===== config.mk =====
export PLATFORM = sky130hd
export DESIGN_NAME = mem_pingpong_arb
export DESIGN_NICKNAME = d
export VERILOG_FILES = /design/src/rtl/mem_pingpong_arb.sv
export SDC_FILE = /design/constraint.sdc
export NUM_CORES = 1
export LEC_CHECK = 0
export BUFFER_PORTS_ARGS = -buffer_cell sky130_fd_sc_hd__buf_2
export CORE_MARGIN = 2
export CORE_UTILIZATION = 57
export DETAILED_ROUTE_END_ITERATION = 8
export MAX_ROUTING_LAYER = met4
export PLACE_DENSITY = 0.76
export SYNTH_ARGS = -nofsm -noshare
export SYNTH_HDL_FRONTEND = slang
export SYNTH_SLANG_ARGS = --single-unit

===== constraint.sdc =====
create_clock -name clk -period 2.4 [get_ports clk]
set_clock_uncertainty 0.15 [all_clocks]
set_input_delay 0.12 -clock clk [delete_from_list [all_inputs] [get_ports clk]]
set_output_delay 0.12 -clock clk [all_outputs]
set_load 0.01 [all_outputs]

===== src/rtl/mem_pingpong_arb.sv =====
// rtl/mem_pingpong_arb.sv - ping-pong block arbiter between a writer and a reader
//
// Purpose:
//   Arbitrates single-word accesses from a writer (deserializer side) and a
//   reader (serializer side) onto two memory blocks used as a ping-pong
//   buffer. The writer fills one block while the reader drains the other.
//   The blocks exchange roles when the fill block is complete and the drain
//   block is empty.
//
// Ports:
//   clk        in   1   single clock, rising edge
//   rst        in   1   synchronous active-high reset
//   wr_req     in   1   writer requests one access this cycle
//   wr_gnt     out  1   combinational write grant
//   rd_req     in   1   reader requests one access this cycle
//   rd_gnt     out  1   combinational read grant
//   memoryena  out  2   registered command: bit1 block (0=block1, 1=block2), bit0 1=write
//   mem_act    out  1   registered; memoryena/addr carry a live access
//   addr       out  AW  registered word address of the live access
//   bank_swap  out  1   registered one-cycle pulse when the blocks exchange roles
//   fill_bank  out  1   current fill block (0=block1, 1=block2)
//
// Optional feature:
//   MEM_ARB_ROUND_ROBIN_EN - when defined, write/read contention alternates
//   between the two sides; otherwise the writer always wins contention.

module mem_pingpong_arb #(
  parameter int DEPTH = 16,
  parameter int AW    = 4
) (
  input  logic          clk,
  input  logic          rst,
  input  logic          wr_req,
  output logic          wr_gnt,
  input  logic          rd_req,
  output logic          rd_gnt,
  output logic [1:0]    memoryena,
  output logic          mem_act,
  output logic [AW-1:0] addr,
  output logic          bank_swap,
  output logic          fill_bank
);

  // S_FILL: drain block empty, S_BOTH: both active, S_FULL: fill block complete
  typedef enum logic [1:0] {
    S_FILL = 2'd0,
    S_BOTH = 2'd1,
    S_FULL = 2'd2
  } state_t;

  localparam logic [AW-1:0] LAST = AW'(DEPTH - 1);

  state_t        state_q, state_d;
  logic [AW-1:0] wr_cnt_q, wr_cnt_d;
  logic [AW-1:0] rd_cnt_q, rd_cnt_d;
  logic          fill_bank_q, fill_bank_d;
  logic          bank_swap_q, bank_swap_d;
  logic [1:0]    ena_q, ena_d;
  logic [AW-1:0] addr_q, addr_d;
  logic          act_q, act_d;
  logic          wr_elig, rd_elig, contend;

`ifdef MEM_ARB_ROUND_ROBIN_EN
  // 1 = the reader won the most recent contention
  logic          last_rd_q, last_rd_d;
`endif

  // Grant logic
  always_comb begin
    wr_elig = (state_q != S_FULL);
    rd_elig = (state_q != S_FILL);
    contend = wr_req && rd_req && wr_elig && rd_elig;
    wr_gnt  = 1'b0;
    rd_gnt  = 1'b0;
    if (!rst) begin
      if (contend) begin
`ifdef MEM_ARB_ROUND_ROBIN_EN
        if (last_rd_q) begin
          wr_gnt = 1'b1;
        end else begin
          rd_gnt = 1'b1;
        end
`else
        wr_gnt = 1'b1;
`endif
      end else begin
        wr_gnt = wr_req && wr_elig;
        rd_gnt = rd_req && rd_elig;
      end
    end
  end

  // Next-state, counters and registered memory command
  always_comb begin
    state_d     = state_q;
    wr_cnt_d    = wr_cnt_q;
    rd_cnt_d    = rd_cnt_q;
    fill_bank_d = fill_bank_q;
    bank_swap_d = 1'b0;
    ena_d       = ena_q;
    addr_d      = addr_q;
    act_d       = wr_gnt || rd_gnt;

    if (wr_gnt) begin
      ena_d  = {fill_bank_q, 1'b1};
      addr_d = wr_cnt_q;
      if (wr_cnt_q == LAST) begin
        if (state_q == S_FILL) begin
          // Drain block is empty: hand the full block straight to the reader
          state_d     = S_BOTH;
          fill_bank_d = ~fill_bank_q;
          wr_cnt_d    = '0;
          rd_cnt_d    = '0;
          bank_swap_d = 1'b1;
        end else begin
          // Reader still busy: park the writer, wr_cnt stays at LAST
          state_d = S_FULL;
        end
      end else begin
        wr_cnt_d = wr_cnt_q + 1'b1;
      end
    end

    if (rd_gnt) begin
      ena_d  = {~fill_bank_q, 1'b0};
      addr_d = rd_cnt_q;
      if (rd_cnt_q == LAST) begin
        rd_cnt_d = '0;
        if (state_q == S_FULL) begin
          state_d     = S_BOTH;
          fill_bank_d = ~fill_bank_q;
          wr_cnt_d    = '0;
          bank_swap_d = 1'b1;
        end else begin
          state_d = S_FILL;
        end
      end else begin
        rd_cnt_d = rd_cnt_q + 1'b1;
      end
    end

`ifdef MEM_ARB_ROUND_ROBIN_EN
    last_rd_d = last_rd_q;
    if (contend && !rst) begin
      last_rd_d = rd_gnt;
    end
`endif
  end

  always_ff @(posedge clk) begin
    if (rst) begin
      state_q     <= S_FILL;
      wr_cnt_q    <= '0;
      rd_cnt_q    <= '0;
      fill_bank_q <= 1'b0;
      bank_swap_q <= 1'b0;
      ena_q       <= 2'b00;
      addr_q      <= '0;
      act_q       <= 1'b0;
`ifdef MEM_ARB_ROUND_ROBIN_EN
      last_rd_q   <= 1'b1;
`endif
    end else begin
      state_q     <= state_d;
      wr_cnt_q    <= wr_cnt_d;
      rd_cnt_q    <= rd_cnt_d;
      fill_bank_q <= fill_bank_d;
      bank_swap_q <= bank_swap_d;
      ena_q       <= ena_d;
      addr_q      <= addr_d;
      act_q       <= act_d;
`ifdef MEM_ARB_ROUND_ROBIN_EN
      last_rd_q   <= last_rd_d;
`endif
    end
  end

  assign memoryena = ena_q;
  assign mem_act   = act_q;
  assign addr      = addr_q;
  assign bank_swap = bank_swap_q;
  assign fill_bank = fill_bank_q;

endmodule


## Word-level counts from Yosys, hierarchy flattened

Index checks and enable logic that the tools add are counted.

- Flip-flop bits (word level): 19
- Bits in latches: 0
- Bits in writable memories: 0
- Memory bits (read-only): 0
- Output and inout port bits: 11
- Logic and storage cells: 66
- Memories kept: 0

- $add $sub $neg: 2
- Multiply operators: 0
- Divide/modulo/power cells: 0
- $lt $le $gt $ge: 0
- Equality and inequality tests: 4
- Shift operators: 0
- Muxes and demuxes: 37
- Bitwise logic cells: 1
- Reductions and logical operators: 13

Operators by type and width:

| cell | number |
|---|---|
| $mux W4 | 13 |
| $mux W1 | 17 |
| $mux W2 | 7 |
| $add A4 B1 Y4 const B | 2 |
| $eq A4 B4 Y1 const B | 2 |
| $reduce_bool A2 Y1 | 4 |
| $logic_and A1 B1 Y1 | 5 |
| $reduce_and A3 Y1 | 1 |
| $eq A2 B2 Y1 const B | 1 |
| $logic_not A2 Y1 | 1 |
| $ne A2 B2 Y1 const B | 1 |
| $reduce_or A2 Y1 | 1 |
| $logic_or A1 B1 Y1 | 1 |
| $not A1 Y1 | 1 |

## Longest topological paths before layout

Gate-level depths: netlist of the first run.

- Depth in word-level cells: 9
- Gate-level depth with buffers: 6
- Mapped depth without buffers: 5

## Least setup slack after synthesis of the first run

Ideal clock, no wire load.

- Path kind: reg2reg
- Start: reg wr_cnt_q[0]
- End: reg fill_bank_q, in the netlist fill_bank
- Library setup time: 0.070 ns
- Data arrival time: 1.320 ns
- Setup slack: 0.859 ns
- Stages on the path, launching flop included: 6
- Buffers on the path: 0
- Clock period less this slack: 1.541 ns
- Path through: dfxtp_1 ha_1 nand4_1 a2bb2oi_1 or3_1 a21oi_1

- Word-level cells in the longest chain between the ends: 6

Ends and longest elaborated chain:

| what | RTL line | RTL |
|---|---|---|
| start, declared | 54 | `logic [AW-1:0] wr_cnt_q, wr_cnt_d;` |
| start signal, assigned | 165 | `wr_cnt_q <= wr_cnt_d;` |
| $eq A4 B4 Y1 * | 107 | `if (wr_cnt_q == LAST) begin` |
| $mux W1 * | 107 |  |
| $mux W1 * | 104 | `if (wr_gnt) begin` |
| $mux W1 | 129 | `if (state_q == S_FULL) begin` |
| $mux W1 | 127 | `if (rd_cnt_q == LAST) begin` |
| $mux W1 * | 124 | `if (rd_gnt) begin` |
| end signal, assigned | 167 | `fill_bank_q <= fill_bank_d;` |
| end, declared | 56 | `logic fill_bank_q, fill_bank_d;` |

Mark *: on every way between the ends. The rest lies on a longest branch, timed or not.
A chain may end at the register's enable or synchronous reset.

## Final worst setup path of the first run

- Start: reg state_q[0]
- End: reg wr_cnt_q[3]

- Word-level cells in the longest chain between the ends: 9
- Elaborated cells on any way between the ends: 18

Ends and longest elaborated chain:

| what | RTL line | RTL |
|---|---|---|
| start, declared | 53 | `state_t state_q, state_d;` |
| start signal, assigned | 164 | `state_q <= state_d;` |
| $ne A2 B2 Y1 | 70 | `wr_elig = (state_q != S_FULL);` |
| $logic_and A1 B1 Y1 (2 in a row) | 72 | `contend = wr_req && rd_req && wr_elig && rd_elig;` |
| $mux W1 | 76 | `if (contend) begin` |
| $mux W1 | 75 | `if (!rst) begin` |
| $mux W4 | 104 |  |
| $mux W4 | 129 |  |
| $mux W4 | 127 |  |
| $mux W4 * | 124 |  |

Marked as above.

==> results.yml, run 1 <==
clock_tree:
  clk_latency_ns: 0.31
  clkSinkCount: 19
  ctsHoldBuffers: 0
  clockBufferDepth: 2
  postCtsSetupRepairBufs: 0
  tritoncts.num_buffers: 3
  ctsResizeCount: 0
  tritoncts: "built"
  h-tree-depth: 1
  path_clk_slew_ns: 0.11
  root_buffer: "clkbuf_4"
yosys:
  synth.most_common_cell: "dfxtp_1"
  synth-edff-count: 0
  synth_common_cells: "dfxtp_1, a21oi_1, nand3_1"
  ys.flop_type: "dfxtp_1"
  synth_warnings: 0
  netlist.area_leader.share_pct: 41.1
  synth_top_area_cell: "dfxtp_1"
  syn-num-nets: 117
  synth_cells: 111
  netlist_area_um2: 925
  ys_seq_area_share_pct: 41.1
  ys_top_cells_by_area: "dfxtp_1, a21oi_1, nand3_1"
  ys_ff_latch: 19
  synth_cell_types: 33
  syn_area_per_cell_um2: 8.33
  async_flop_share_pct: 0
timing:
  min_period_ns: 1.92
  post-route-period-util_pct: 80.2
  setup-violations-final: 0
  hold_violations: 0
  max_slew.worst_pin.slew_ns: 0.529
  slew_viol_final: 0
  rsz0062_at_grt: "no"
  fmax_ghz: 0.520
  relSlewSlack_pct: 64.4
  tns_ns: 0
global_route:
  grt_usage_pct: 25.6
  grt_max_degree: 20
  first_global_vias: 808
  antenna_found_initial: 0
  grt_pass1_wl_mm: 3.54
  gr-total-overflow: 0
worst_setup_path:
  r2r_start: "state_q[0]"
  rr_endpoint: "wr_cnt_q[3]"
  worstSetupStartpoint: "state_q[0]"
  crit_path_start_kind: "flip-flop"
  cp_max_fo: 14
  r2r_slack_ns: 0.48
  worstPathRequired_ns: 2.43
  cp_data_arrival_time_ns: 1.96
  path_class: "reg2reg"
  crit_path_end: "wr_cnt_q[3]"
  ff2ff_path_depth: 4
  end_kind: "flip-flop"
die:
  die_area_um2: 1960
  io_pins: 15
  initial_utilization_pct: 61.4
  fp-row-count: 14
  die_w_um: 44.3
  die_h_um: 44.3
  fp.coreArea_um2: 1510
routing:
  drt_iter0_markers: 25
  post_drt_wl_per_cell_um: 14.8
  viasPerCell: 6.40
  drc: 0
  num_vias: 889
  drtPass1Iterations: 5
  drtAntennaViolNets: 0
  wl_mm: 2.06
power_and_ir_drop:
  seqPwrFrac_pct: 61.4
  p_int_w: 0.000395
  leakagePower_nw: 0.374
  power_per_cell_area_nw_per_um2: 526
  clkPwrFrac_pct: 31.9
  power_w: 0.000530
  power_frac_comb_pct: 6.6
  p_switching_w: 0.000136
  ir_drop_uv: 380
  switching_share_pct: 25.5
flow_run:
  maxCapViolations: 0
final_layout:
  final_nets: 130
  syn_to_final_growth_pct: 9.07
  antennaDiodeCount: 0
  drive_above_1_share_pct: 17.1
placement:
  dp_hpwl_mm: 1.47
  gp_congestion: 0.891
  portBuffers: 14
outcome:
  outcome: "finished, final reports clean"
min_path:
  hold_class: "in2reg"
==> worst max-delay path: stages, from the launching register on <==
cell	delay [ns]
dfxtp_1	0.57
o21a_1	0.18
nand2_1	0.21
o31ai_1	0.56
nor3_1	0.13
==> power by group through the flow <==
stage          sequential, W  combinational (W)  clock (W)
2_1_floorplan       0.000334          0.0000227          0
3_5_place_dp        0.000333          0.0000349          0
3_3_place_gp        0.000333          0.0000350          0
4_1_cts             0.000326          0.0000351   0.000174
5_1_grt             0.000327          0.0000400   0.000184
6_report            0.000326          0.0000352   0.000169
==> sequential cells by signal (all words and copies together), names as in the netlist <==
name,count
memoryena,2
state_q,2
bank_swap,1
rd_cnt_q,4
addr,4
wr_cnt_q,4
mem_act,1
fill_bank,1
==> placed cells by master, fill, tap and decap left out, types with 2 or more instances in the layout <==
master / instances
o31ai_1: 3
inv_1: 2
a21oi_1: 17
or3_1: 2
o21ai_0: 5
nand2_1: 7
clkbuf_4: 3
and4_1: 3
o211ai_1: 3
buf_2: 14
or2_2: 2
a22oi_1: 4
ha_1: 2
nor2_1: 6
nand4_1: 3
nand3_1: 9
nor3_1: 4
dfxtp_1: 19
a211oi_1: 2
==> routing by layer <==
metal  GRT usage (%)  part of all wire, %  vias to the layer above
li1                -                    -                      437
met1            32.8                   46                      416
met2            38.2                   46                       31
met3            4.08                  5.3                        5
met4            14.5                  2.2                        0
met5               -                    0                        -
==> how the worst min path moves through the flow <==
stage | from | to | slack [ns] | cells past startpoint
final | rst | bank_swap | 0.02 | 2
after global routing | rd_req | mem_act | 0.05 | 3
after CTS | rst | bank_swap | 0.03 | 2
after detailed placement | memoryena[0] | memoryena[0] | 0.30 | 2
after global placement | memoryena[0] | memoryena[0] | 0.29 | 2
after floorplan | rd_req | mem_act | 0.19 | 2
==> logic make-up (layout without fill, tap and decap cells) <==
group / after synthesis / after routing / synth area share (%)
flip-flops: 19 / 19 / 41.1
AO/OA/AOI/OAI: 40 / 40 / 26.9
buffers and inverters: 8 / 20 / 4.46
AND/OR/NAND/NOR: 41 / 41 / 23.7
adder cells (fa/ha/maj): 2 / 2 / 2.71
multiplexers: 1 / 1 / 1.08
==> through the flow <==
step                      worst slack (ns)  util, %  hold slack (ns)  instance area [um2]  instances
final                                0.476     66.9           0.0236                 1010        139
after global routing                 0.322     66.9           0.0492                 1010        139
after CTS                            0.510     66.9           0.0262                 1010        139
after detailed placement             0.539     65.1            0.302                  981        135
after global placement               0.587     65.1            0.293                  981        135
after floorplan                      0.859        -            0.193                  925        111
==> layout make-up <==
class                   instances  area [um2]
clock inverters                 1        5.00
clock buffers                   3        22.5
flip-flops and latches         19         380
fillers                       132         498
repair buffers                 14        70.1
well taps                      16        20.0
inverters                       2        7.51
multi-input cells              84         503
(Power assumes the default switching activity.)
==> inputs of run 2 (changes only) <==
- CORE_UTILIZATION: 57 -> 53
- PLACE_DENSITY: 0.76 -> 0.72
- clock period: 2.4 -> 1.96 ns (I/O delays scaled with it)
==> results.yml, run 2 (synthesized netlist as in run 1, its figures left out) <==
worst_setup_path:
  rr_endpoint: "wr_cnt_q[0]"
  path_cells: "ha_1 > nand3_1 > o31ai_1 > nor3_1"
  worstPathRequired_ns: 1.98
  worstSetupStartpoint: "rd_cnt_q[0]"
  r2r_start: "rd_cnt_q[0]"
  crit_path_start_kind: "flip-flop"
  cp_data_arrival_time_ns: 1.75
  ff2ff_path_depth: 4
  end_kind: "flip-flop"
  worstPathBufferInverterCount: 0
  slowest_delay_ns: 0.51
  crit_path_end: "wr_cnt_q[0]"
  path_class: "reg2reg"
  path_depth: 4
  r2r_slack_ns: 0.23
  cp_max_fo: 6
  slowest_stage: "o31ai_1"
  cp_top_family: "compound AO/OA/AOI/OAI gates"
timing:
  tns_ns: 0
  relSlewSlack_pct: 61.6
  rsz0062_at_grt: "no"
  max_slew.worst_pin.slew_ns: 0.571
  setup-violations-final: 0
  fmax_ghz: 0.579
  post-route-period-util_pct: 88.2
  hold_ws_ns: 0.0317
  hold_violations: 0
  fin_ws_ns: 0.232
  slew_viol_final: 0
  min_period_ns: 1.73
clock_tree:
  root_buffer: "clkbuf_4"
  clockBufferDepth: 2
  postCtsSetupRepairBufs: 0
  ctsResizeCount: 0
  h-tree-depth: 1
  clkSinkCount: 19
  tritoncts.num_buffers: 3
  ctsHoldBuffers: 0
  tritoncts: "built"
  path_clk_slew_ns: 0.11
  clk_latency_ns: 0.29
final_layout:
  antennaDiodeCount: 0
  drive_above_1_share_pct: 18.4
  nFillCells: 156
  mostFrequentLayoutCell: "dfxtp_1"
  layout_common_cells: "dfxtp_1, a21oi_1, buf_2"
  layout.cells.non_filler: 142
  final_nets: 132
  multi_input_area_um2: 503
  regArea_um2: 382
  syn_to_final_growth_pct: 10.8
power_and_ir_drop:
  ir_drop_uv: 344
  leakagePower_nw: 0.382
  power_per_cell_area_nw_per_um2: 624
die:
  fp-row-count: 15
  die_w_um: 45.8
  die_area_um2: 2090
  initial_utilization_pct: 54.7
  die_h_um: 45.8
  io_pins: 15
  fp.coreArea_um2: 1690
global_route:
  first_global_vias: 690
  antenna_found_initial: 0
  gr-total-overflow: 0
  grt_pass1_wl_mm: 3.23
  grt_usage_pct: 21.8
  grt_max_degree: 20
routing:
  drt_iter0_markers: 21
  wl_mm: 2.00
  drtPass1Iterations: 4
  viasPerCell: 6.26
  drc: 0
  drtAntennaViolNets: 0
  num_vias: 889
  post_drt_wl_per_cell_um: 14.1
outcome:
  outcome: "finished, final reports clean"
flow_run:
  maxCapViolations: 0
placement:
  dp.cells: 138
  portBuffers: 14
  gp_congestion: 0.803
  dp_hpwl_mm: 1.44
  post-place-ws_ns: 0.271
min_path:
  hold_class: "in2reg"
==> run 2: cell types whose count changed in the layout (fill, tap and decap cells not counted) <==
cell      delta
dfxtp_1      -1
clkinv_2     -1
clkbuf_1     +1
buf_4        +2
dfxtp_2      +1
==> run 2: layout make-up <==
| class | count | area share (%) |
|---|---|---|
| tap | 17 | 2.08 |
| timing repair buffer | 16 | 8.30 |
| clock buffer | 4 | 2.56 |
| inverter | 2 | 0.733 |
| multi-input combinational | 84 | 49.1 |
| sequential | 19 | 37.2 |
==> run 2: through the flow <==
stage	power [W]	instance area (um2)	utilization, %
CTS	0.000642	1020	60.6
detailed placement	0.000452	997	59.0
global placement	0.000451	997	59.0
global route	0.000667	1020	60.7
finish	0.000639	1020	60.7
floorplan	0.000437	925	-
==> run 2: power breakdown <==
group          internal [W]  leakage [nW]  total (W)  switching [W]
Clock             0.0000791        0.0150   0.000196       0.000117
Sequential         0.000393         0.155   0.000399     0.00000579
Combinational     0.0000146         0.212  0.0000444      0.0000297
==> run 2: layer usage <==
metal	global-route usage, %	wire, um	vias to the layer above
met2	30.7	907	27
met1	31.6	990	410
met4	6.86	18	0
met5	-	0	-
met3	3.57	81	4
li1	-	-	448
==> run 2: how the worst min path moves through the flow <==
stage | from | end | slack [ns] | depth (start not counted)
floorplan | rd_req | mem_act | 0.17 | 2
global placement | memoryena[0] | memoryena[0] | 0.29 | 2
detailed placement | memoryena[0] | memoryena[0] | 0.29 | 2
CTS | rst | bank_swap | 0.03 | 2
global route | rst | bank_swap | 0.04 | 2
finish | rst | bank_swap | 0.03 | 2
==> inputs of run 3 (changes only) <==
- REMOVE_ABC_BUFFERS: not set -> 1
==> results.yml, run 3 (synthesized netlist as in run 1, its figures left out) <==
outcome:
  outcome: "finished, final reports clean"
clock_tree:
  tritoncts: "built"
  postCtsSetupRepairBufs: 0
  tritoncts.num_buffers: 3
  clockBufferDepth: 2
  path_clk_slew_ns: 0.10
  h-tree-depth: 1
  root_buffer: "clkbuf_4"
  clkSinkCount: 19
  clk_latency_ns: 0.30
die:
  die_area_um2: 2090
  fp-row-count: 15
  fp.coreArea_um2: 1690
  die_h_um: 45.8
  die_w_um: 45.8
  initial_utilization_pct: 54.7
  io_pins: 15
routing:
  viasPerCell: 6.38
  drt_iter0_markers: 54
  drtAntennaViolNets: 0
  drc: 0
  wl_mm: 2.12
  drtPass1Iterations: 4
  post_drt_wl_per_cell_um: 14.8
  num_vias: 912
timing:
  fmax_ghz: 0.564
  post-route-period-util_pct: 90.4
  rsz0062_at_grt: "no"
  max_slew.worst_pin.slew_ns: 0.492
  tns_ns: 0
  relSlewSlack_pct: 66.9
  slew_viol_final: 0
  min_period_ns: 1.77
  setup-violations-final: 0
  hold_violations: 0
flow_run:
  maxCapViolations: 0
global_route:
  first_global_vias: 750
  antenna_found_initial: 0
  grt_usage_pct: 22.9
  grt_max_degree: 15
  gr-total-overflow: 0
  grt_pass1_wl_mm: 3.35
power_and_ir_drop:
  power_w: 0.000645
  seqPwrFrac_pct: 61.8
  leakagePower_nw: 0.385
  p_int_w: 0.000489
  power_per_cell_area_nw_per_um2: 623
  p_switching_w: 0.000156
  switching_share_pct: 24.1
  ir_drop_uv: 482
  clkPwrFrac_pct: 31.0
  power_frac_comb_pct: 7.2
placement:
  dp_hpwl_mm: 1.50
  portBuffers: 14
  gp_congestion: 0.829
worst_setup_path:
  crit_path_start_kind: "flip-flop"
  worstPathRequired_ns: 2.03
  r2r_start: "wr_cnt_q[0]"
  cp_data_arrival_time_ns: 1.84
  cp_max_fo: 7
  end_kind: "flip-flop"
  rr_endpoint: "state_q[0]"
  ff2ff_path_depth: 5
  path_class: "reg2reg"
  r2r_slack_ns: 0.19
final_layout:
  nFillCells: 151
  final_nets: 133
  drive_above_1_share_pct: 18.3
  multi_input_area_um2: 503
  syn_to_final_growth_pct: 11.9
  antennaDiodeCount: 0
  layout_common_cells: "dfxtp_1, a21oi_1, buf_2"
  mostFrequentLayoutCell: "dfxtp_1"
  regArea_um2: 382
min_path:
  min_to: "mem_act"
  hp-start: "rd_req"
  whs_path_depth: 3
  hold_class: "in2reg"
run 3: changes by cell type in the layout (fill, tap and decap cells not counted), sizes merged:
cell	before	now
dlygate4sd3	0	1
run 3: what timing repair did:
| action | CTS | global route |
|---|---|---|
| endpoints found under the hold margin | 4 | 0 |
| resized for setup | 0 | 1 |
| hold buffers | 1 | 0 |
| setup endpoints to repair | 0 | 1 |
run 3: area by class of cell:
cell class	instances	area share [%]
Sequential cell	19	36.9
Multi-Input combinational cell	84	48.6
Tap cell	17	2.06
Inverter	2	0.726
Timing Repair Buffer	17	9.19
Clock buffer	4	2.54
run 3: how the worst max path moves through the flow:
| stage | startpoint | endpoint | depth (start not counted) |
|---|---|---|---|
| after floorplan | state_q[0] | wr_cnt_q[0] | 4 |
| after global placement | wr_cnt_q[0] | fill_bank | 5 |
| after detailed placement | wr_cnt_q[0] | state_q[0] | 5 |
| after CTS | state_q[0] | wr_gnt | 4 |
| after global routing | wr_cnt_q[0] | state_q[0] | 5 |
| final | wr_cnt_q[0] | state_q[0] | 5 |
run 3: stage by stage:
step | cells | util [%] | setup WS (ns) | hold WS [ns] | area (um2)
after floorplan | 105 | - | 0.358 | 0.0171 | 891
after global placement | 138 | 59.0 | 0.256 | 0.215 | 997
after detailed placement | 138 | 59.0 | 0.230 | 0.215 | 997
after CTS | 143 | 61.2 | 0.110 | 0.0198 | 1030
after global routing | 143 | 61.3 | 0.0728 | 0.0181 | 1030
final | 143 | 61.3 | 0.188 | 0.0329 | 1030
run 3: critical path, stage by stage (launching register included):
cell	delay, ns
dfxtp_1	0.44
ha_1	0.32
nand4_1	0.17
a2bb2oi_1	0.17
or2_2	0.29
a21oi_1	0.15
run 3: power groups by stage:
stage | Combinational, W | Sequential (W) | Clock [W]
final | 0.0000463 | 0.000399 | 0.000200
after global routing | 0.0000519 | 0.000400 | 0.000222
after CTS | 0.0000462 | 0.000399 | 0.000204
after detailed placement | 0.0000446 | 0.000408 | 0
after global placement | 0.0000445 | 0.000407 | 0
after floorplan | 0.0000198 | 0.000409 | 0
run 3: metal layers:
metal	global-route usage, %	wire [um]
met5	-	0
met4	7.43	19
met2	34.4	1010
met3	3.57	106
met1	31.5	981
